==> src/rtl/card_dealer_if.sv <==
// Request/status bundle between the game controller and the card dealer.
interface card_dealer_if;
   logic [2:0]  num;
   logic        deal;
   logic        clr_valid;
   logic [4:0]  clr_idx_a;
   logic [4:0]  clr_idx_b;
   logic [39:0] status;
   logic        busy;
   logic        done;
   logic [3:0]  cards_left;

   modport master (
      output num, deal, clr_valid, clr_idx_a, clr_idx_b,
      input  status, busy, done, cards_left
   );

   modport slave (
      input  num, deal, clr_valid, clr_idx_a, clr_idx_b,
      output status, busy, done, cards_left
   );
endinterface

==> src/rtl/card_dealer.sv <==
// Deals a 2x5 board of pseudo-random cards (1..9) from a free-running LFSR and
// clears scored slot pairs on request.
module card_dealer #(
   parameter logic [15:0] LFSR_SEED  = 16'hACE1,
   parameter int unsigned DEAL_SLOTS = 10
) (
   input logic          clk,
   input logic          rst_n,
   card_dealer_if.slave bus
);

   localparam logic [3:0] LastSlot = 4'(DEAL_SLOTS - 1);

   typedef enum logic [1:0] {StIdle, StDeal, StDone} state_e;

   state_e      state_q, state_d;
   logic [3:0]  ptr_q, ptr_d;
   logic [2:0]  num_q, num_d;
   logic [15:0] lfsr_q, lfsr_d;
   logic [39:0] status_q, status_d;

   logic [2:0]  num_eff;
   logic [2:0]  col;
   logic [3:0]  card;
   logic        lfsr_fb;
   logic        clr_ok_a, clr_ok_b;
   logic [3:0]  cnt;

   assign num_eff = (bus.num == 3'd0) ? 3'd1 : ((bus.num > 3'd5) ? 3'd5 : bus.num);
   assign col     = (ptr_q >= 4'd5) ? 3'(ptr_q - 4'd5) : ptr_q[2:0];
   assign card    = (lfsr_q[3:0] % 4'd9) + 4'd1;
   assign lfsr_fb = lfsr_q[15] ^ lfsr_q[13] ^ lfsr_q[12] ^ lfsr_q[10];

   // A 5-bit offset tops out at 28, so only word alignment needs checking here.
   assign clr_ok_a = (bus.clr_idx_a[1:0] == 2'b00);
   assign clr_ok_b = (bus.clr_idx_b[1:0] == 2'b00);

   always_comb begin
      state_d  = state_q;
      ptr_d    = ptr_q;
      num_d    = num_q;
      status_d = status_q;
      lfsr_d   = {lfsr_q[14:0], lfsr_fb};
      unique case (state_q)
         StIdle: begin
            if (bus.deal) begin
               num_d   = num_eff;
               ptr_d   = 4'd0;
               state_d = StDeal;
            end else if (bus.clr_valid) begin
               if (clr_ok_a) status_d[{bus.clr_idx_a[4:2], 2'b00} +: 4] = 4'd0;
               if (clr_ok_b) status_d[{bus.clr_idx_b[4:2], 2'b00} +: 4] = 4'd0;
            end
         end
         StDeal: begin
            status_d[{ptr_q, 2'b00} +: 4] = (col < num_q) ? card : 4'd0;
            if (ptr_q == LastSlot) begin
               state_d = StDone;
            end else begin
               ptr_d = ptr_q + 4'd1;
            end
         end
         StDone: state_d = StIdle;
         default: state_d = StIdle;
      endcase
   end

   always_ff @(posedge clk) begin
      if (!rst_n) begin
         state_q  <= StIdle;
         ptr_q    <= 4'd0;
         num_q    <= 3'd0;
         lfsr_q   <= LFSR_SEED;
         status_q <= 40'd0;
      end else begin
         state_q  <= state_d;
         ptr_q    <= ptr_d;
         num_q    <= num_d;
         lfsr_q   <= lfsr_d;
         status_q <= status_d;
      end
   end

   always_comb begin
      cnt = 4'd0;
      for (int k = 0; k < int'(DEAL_SLOTS); k++) begin
         cnt = cnt + {3'b000, (status_q[4*k +: 4] != 4'd0)};
      end
   end

   assign bus.status     = status_q;
   assign bus.busy       = (state_q == StDeal);
   assign bus.done       = (state_q == StDone);
   assign bus.cards_left = cnt;

endmodule

==> src/flat_wrapper.sv <==
// flat-port wrapper written by rule: the top's interface ports become plain ports
module card_dealer_flat 
#(
   parameter logic [15:0] LFSR_SEED  = 16'hACE1,
   parameter int unsigned DEAL_SLOTS = 10
)
  (clk, rst_n, bus_num, bus_deal, bus_clr_valid, bus_clr_idx_a, bus_clr_idx_b, bus_status, bus_busy, bus_done, bus_cards_left);
  card_dealer_if bus_i ();
  input logic clk;
  input logic rst_n;
  input wire logic [$bits(bus_i.num)-1:0] bus_num;
  input wire logic [$bits(bus_i.deal)-1:0] bus_deal;
  input wire logic [$bits(bus_i.clr_valid)-1:0] bus_clr_valid;
  input wire logic [$bits(bus_i.clr_idx_a)-1:0] bus_clr_idx_a;
  input wire logic [$bits(bus_i.clr_idx_b)-1:0] bus_clr_idx_b;
  output wire logic [$bits(bus_i.status)-1:0] bus_status;
  output wire logic [$bits(bus_i.busy)-1:0] bus_busy;
  output wire logic [$bits(bus_i.done)-1:0] bus_done;
  output wire logic [$bits(bus_i.cards_left)-1:0] bus_cards_left;
  assign bus_i.num = bus_num;
  assign bus_i.deal = bus_deal;
  assign bus_i.clr_valid = bus_clr_valid;
  assign bus_i.clr_idx_a = bus_clr_idx_a;
  assign bus_i.clr_idx_b = bus_clr_idx_b;
  assign bus_status = bus_i.status;
  assign bus_busy = bus_i.busy;
  assign bus_done = bus_i.done;
  assign bus_cards_left = bus_i.cards_left;
  card_dealer #(.LFSR_SEED(LFSR_SEED), .DEAL_SLOTS(DEAL_SLOTS)) u_core (.clk(clk), .rst_n(rst_n), .bus(bus_i));
endmodule
==> config.mk <==
export PLATFORM = sky130hd
export DESIGN_NAME = card_dealer_flat
export DESIGN_NICKNAME = d
export VERILOG_FILES = /design/src/rtl/card_dealer_if.sv /design/src/rtl/card_dealer.sv /design/src/flat_wrapper.sv
export SDC_FILE = /design/constraint.sdc
export NUM_CORES = 1
export LEC_CHECK = 0
export CORE_UTILIZATION = 35
export CTS_CLUSTER_SIZE = 14
export DETAILED_ROUTE_END_ITERATION = 10
export SETUP_SLACK_MARGIN = 0.15
export SYNTH_ARGS = -nofsm -noshare
export SYNTH_HDL_FRONTEND = slang
export SYNTH_SLANG_ARGS = --single-unit
==> constraint.sdc <==
create_clock -name clk -period 8.2 [get_ports clk]
set_input_delay 1.64 -clock clk [delete_from_list [all_inputs] [get_ports clk]]
set_output_delay 1.64 -clock clk [all_outputs]
set_load 0.02 [all_outputs]
; After elaboration in Yosys (flattened, before gate mapping)
; Cells that the tools add are included.
[totals]
reg_bits = 65
out_inout_bits = 46
elab_cells = 81
[op_classes]
n_addsub = 15
div_mod_pow = 1
order_cmp = 3
n_eq_ne = 8
n_shift = 6
mux = 21
bitwise_logic = 3
reduce_logical = 19
[ops]
columns = cell, count
row1 = $mux W40, 7
row2 = $bwmux W40, 3
row3 = $pmux W40 S2, 1
row4 = $shift A4 B7 Y40 const A, 2
row5 = $shiftx A4 B7 Y40 const A, 2
row6 = $reduce_bool A4 Y1, 10
row7 = $shift A4 B8 Y40 const A, 1
row8 = $shiftx A4 B8 Y40, 1
row9 = $add A4 B1 Y4, 8
row10 = $neg A5 Y7, 2
row11 = $mux W4, 3
row12 = $mux W3, 3
row13 = $add A4 B1 Y4 const B, 2
row14 = $ne A2 B2 Y1 const B, 4
row15 = $neg A6 Y8, 1
row16 = $pmux W4 S2, 1
row17 = $logic_not A2 Y1, 3
row18 = $reduce_and A3 Y1, 2
row19 = $eq A4 B4 Y1 const B, 1
row20 = $ge A4 B3 Y1 const B, 1
row21 = $mod A4 B4 Y4 const B, 1
row22 = $mux W2, 2
row23 = $pmux W2 S2, 1
row24 = $reduce_and A2 Y1, 2
row25 = other kinds (10), 12

; Depth between registers and ports, before layout
[logic_depth]
depth_word = 12
mapped_depth = 12
ltp_nobuf = 11

; Worst setup path after synthesis
; Ideal clock, no wire load.
[synth_timing]
kind = register to output
startpoint = register u_core.status_q[4] (netlist: u_core.bus.status[4])
endpoint = output bus_cards_left[2]
arrival_time_ns = 4.003
required_time_ns = 6.560
slack_ns = 2.557
stages_incl_launch_ff = 11
n_path_buf = 0
path_cell_list = dfxtp_1 -> or4_1 -> ha_1 -> inv_1 -> fa_1 -> fa_1 -> fa_1 -> inv_1 -> fa_1 -> fa_1 -> xor2_1
[synth_via]
elab_chain_len = 10
[synth_lines]
columns = element, line
row1 = start: declaration, card_dealer.sv:20  ; logic [39:0] status_q, status_d;
row2 = start signal: assignment, card_dealer.sv:80  ; status_q <= status_d;
row3 = $reduce_bool A4 Y1, card_dealer.sv:87  ; cnt = cnt + {3'b000, (status_q[4*k +: 4] != 4'd0)};
row4 = $add A1 B1 Y2, card_dealer.sv:87
row5 = $add A4 B1 Y4 (8 in series), card_dealer.sv:87
row6 = end: declaration, flat_wrapper.sv:19  ; output wire logic [$bits(bus_i.cards_left)-1:0] bus_cards_left;
; No other way between the ends.

; Worst setup path in the final report
[layout_timing]
startpoint = register u_core.status_q[0] (netlist: u_core.bus.status[0])
endpoint = output bus_cards_left[2]
; The elaborated chain is that of the path after synthesis.

==> flow_metrics.tcl <==
set metrics [dict create \
    status "complete, no violations" \
    syn-cell-area_um2 3350 \
    hp-class "flop to flop" \
    required_ps 6560 \
    wl_per_cell_um 14.6 \
    critical_path.slowest_cell "clkdlybuf4s50_1" \
    synth-compound-area-share_pct 19.3 \
    synthArstFlopShare_pct 0 \
    fillers 876 \
    ys_ff_latch 65 \
    totalWireLength_mm 8.24 \
    avgSynthCellArea_um2 9.15 \
    cp_max_fo 3 \
    drtIter0Drc 106 \
    area_delta_synth_final_pct 29.2 \
    path_class "flop to output pin" \
    fp.coreArea_um2 9240 \
    maxCapViolations 0 \
    clock-sinks 65 \
    max_stage_delay_ps 620 \
    grt_overflow_total 0 \
    synth_nets 407 \
    n_antenna_cell 0 \
    firstDrtPassIters 4 \
    hold_ws_ps 404 \
    h-tree-depth 3 \
    synth-edff-count 0 \
    synth-adder-area-share_pct 10.3 \
    ios 63 \
    synth-xor-area-share_pct 2.61 \
    synth.area.top_cells "dfxtp_1 39%, ha_1 6.7%, nand2_1 4.3%" \
    synth_top_family_by_area "simple AND/OR/NAND/NOR gates" \
    grt_pass1_vias 2684 \
    via_per_inst 5.13 \
    gp_congestion 0.810 \
    power_density_nw_per_um2 173 \
    fin_crit_sh_pct 78.9 \
    setup_viol 0 \
    max-slew-margin-rel_pct 47.2 \
    die_y_um 99.8 \
    grt.total_usage_pct 16.8 \
    grt_max_degree 26 \
    yosysTopAreaCellShare_pct 38.8 \
    synth_cell_type_count 58 \
    clock_skew_ps 12.8 \
    worst_ir_drop_vdd_uv 107 \
    finalHoldViolCount 0 \
    vias 2898 \
    path_clk_slew_ps 80 \
    end_kind "output pin" \
    antenna_left 0 \
    holdBufCountCts 0 \
    place_hpwl_mm 6.40 \
    syn_inst 366 \
    synth_top_area_cell "dfxtp_1" \
    synth_mux_area_share_pct 0.299 \
    worst_slack_ps 1730 \
    fin_crit_ps 6470 \
    ys.flop_type "dfxtp_1" \
    dp_slack_ps 2060 \
    cts-root-buf "clkbuf_8" \
    synth-simple-area-share_pct 24.9 \
    cts-resized-gates 0 \
    rsz0062_at_grt "false" \
    clkLatencyLatePin_ps 340 \
    drv_slew 0 \
    crit_arrival_ps 4830 \
    antenna_found_initial 0 \
    dp.cells 549 \
    rows 35 \
    die_area_um2 9970 \
    crit_chain "or4_1 -> ha_1 -> inv_1 -> fa_1 -> fa_1 -> fa_1 -> inv_1 -> fa_1 -> fa_1 -> xor2_1 -> clkdlybuf4s50_1" \
    ys_warn_count 0 \
    start_kind "flop" \
    nNetsFinal 472 \
    critical_path.most_common_cell "fa_1" \
    grt_pass1_wl_mm 13.2 \
    cts_buffer_depth 2 \
    fmax_mhz 155 \
    synth_seq_area_share_pct 38.8 \
    drc 0 \
    die_w_um 99.8 \
    cts-buffers-inserted 9 \
    place.port_buffers 62 \
    start_util_pct 36.3 \
    worst_pin_slew_ps 781 \
    p_leak_nw 1.72 \
    cts_tree "yes" \
    drive_gt1_share_pct 7.80 \
    finalPower_w 0.000751 \
    final.setup.tns_ps 0 \
    fin_cells 565 \
    post_cts_buffers 0 \
    rrSetupSlack_ps 4780 \
]
==> registers in the layout (all words and copies together), names as in the netlist <==
name,flops
u_core.num_q,3
u_core.state_q,2
u_core.lfsr_q,16
u_core.bus.status,40
u_core.ptr_q,4
==> cells in the final DEF (no fill, tap or decap), types with 8 or more instances in the layout <==
cell / count
dfxtp_1: 65
clkdlybuf4s50_1: 62
nand2_1: 38
o21ai_0: 24
nor2_1: 23
inv_1: 21
ha_1: 18
a22o_1: 16
nand2b_1: 12
clkbuf_8: 11
nor2b_1: 9
nor4_1: 8
==> cells in the mapped netlist (all sizes together) (3+ instances only) <==
cell,instances
dfxtp,65
nor4,9
a221oi,7
or3b,3
nand3,6
nand2,38
a21o,3
ha,18
nor4b,3
o22ai,6
xnor2,4
nand2b,16
a21oi,7
buf,5
o21ai,24
or4,7
and2,7
nor2b,9
nor2,23
a22o,16
inv,22
o211ai,3
nand4,3
or4b,3
fa,6
and3b,3
xor2,6
clkbuf,4
o31ai,3
nor3,6
==> cell families after synthesis <==
logic type                 Yosys count
DFF                                 65
xor gates and xnor gates            10
AOI/OAI and AO/OA                   88
adders and majority gates           24
buffers and inverters               32
and+or+nand+nor                    146
muxes                                1
==> cell type report <==
cell class	count	area (um2)	area share (%)
clock buffers	12	155	3.58
clock inverters	4	73.8	1.71
inverters	23	86.3	1.99
multi-input cells	269	1920	44.4
flip-flops and latches	65	1300	30.1
well taps	129	161	3.73
repair buffers	63	628	14.5
==> per-stage QoR <==
stage | util, % | area (um2)
floorplan | - | 3350
global placement | 44.4 | 4100
detailed placement | 44.4 | 4100
CTS | 46.9 | 4330
global route | 46.9 | 4330
finish | 46.9 | 4330
==> path summary, 6_finish.rpt <==
check,startpoint,endpoint,depth (start not counted)
setup / recovery,u_core.bus.status[0],bus_cards_left[2],11
hold / removal,u_core.lfsr_q[9],u_core.lfsr_q[10],1
setup reg to reg,u_core.ptr_q[0],u_core.bus.status[25],11
hold reg to reg,u_core.lfsr_q[9],u_core.lfsr_q[10],1
==> report_power, final <==
group	internal [W]	switching [W]	leakage [nW]
Sequential	0.000324	0.00000823	0.529
Clock	0.000189	0.000125	0.117
Combinational	0.0000443	0.0000610	1.08
Total	0.000557	0.000194	1.72
==> critical path: cells and delay by family (launching register included) <==
kind / cells / cell delay, ps
buffers and inverters: 3 / 730
flip-flops: 1 / 330
AND/OR/NAND/NOR: 1 / 550
adder cells (fa/ha/maj): 6 / 2720
XOR/XNOR: 1 / 150
==> layer usage <==
layer	global-route usage, %	vias to the layer above	wire, um
li1	-	1466	-
met1	21.4	1373	3940
met2	28.1	52	3880
met3	3.97	7	320
met4	5.43	0	102
met5	0	-	0
Note: power is estimated with default switching activity, not from simulation.
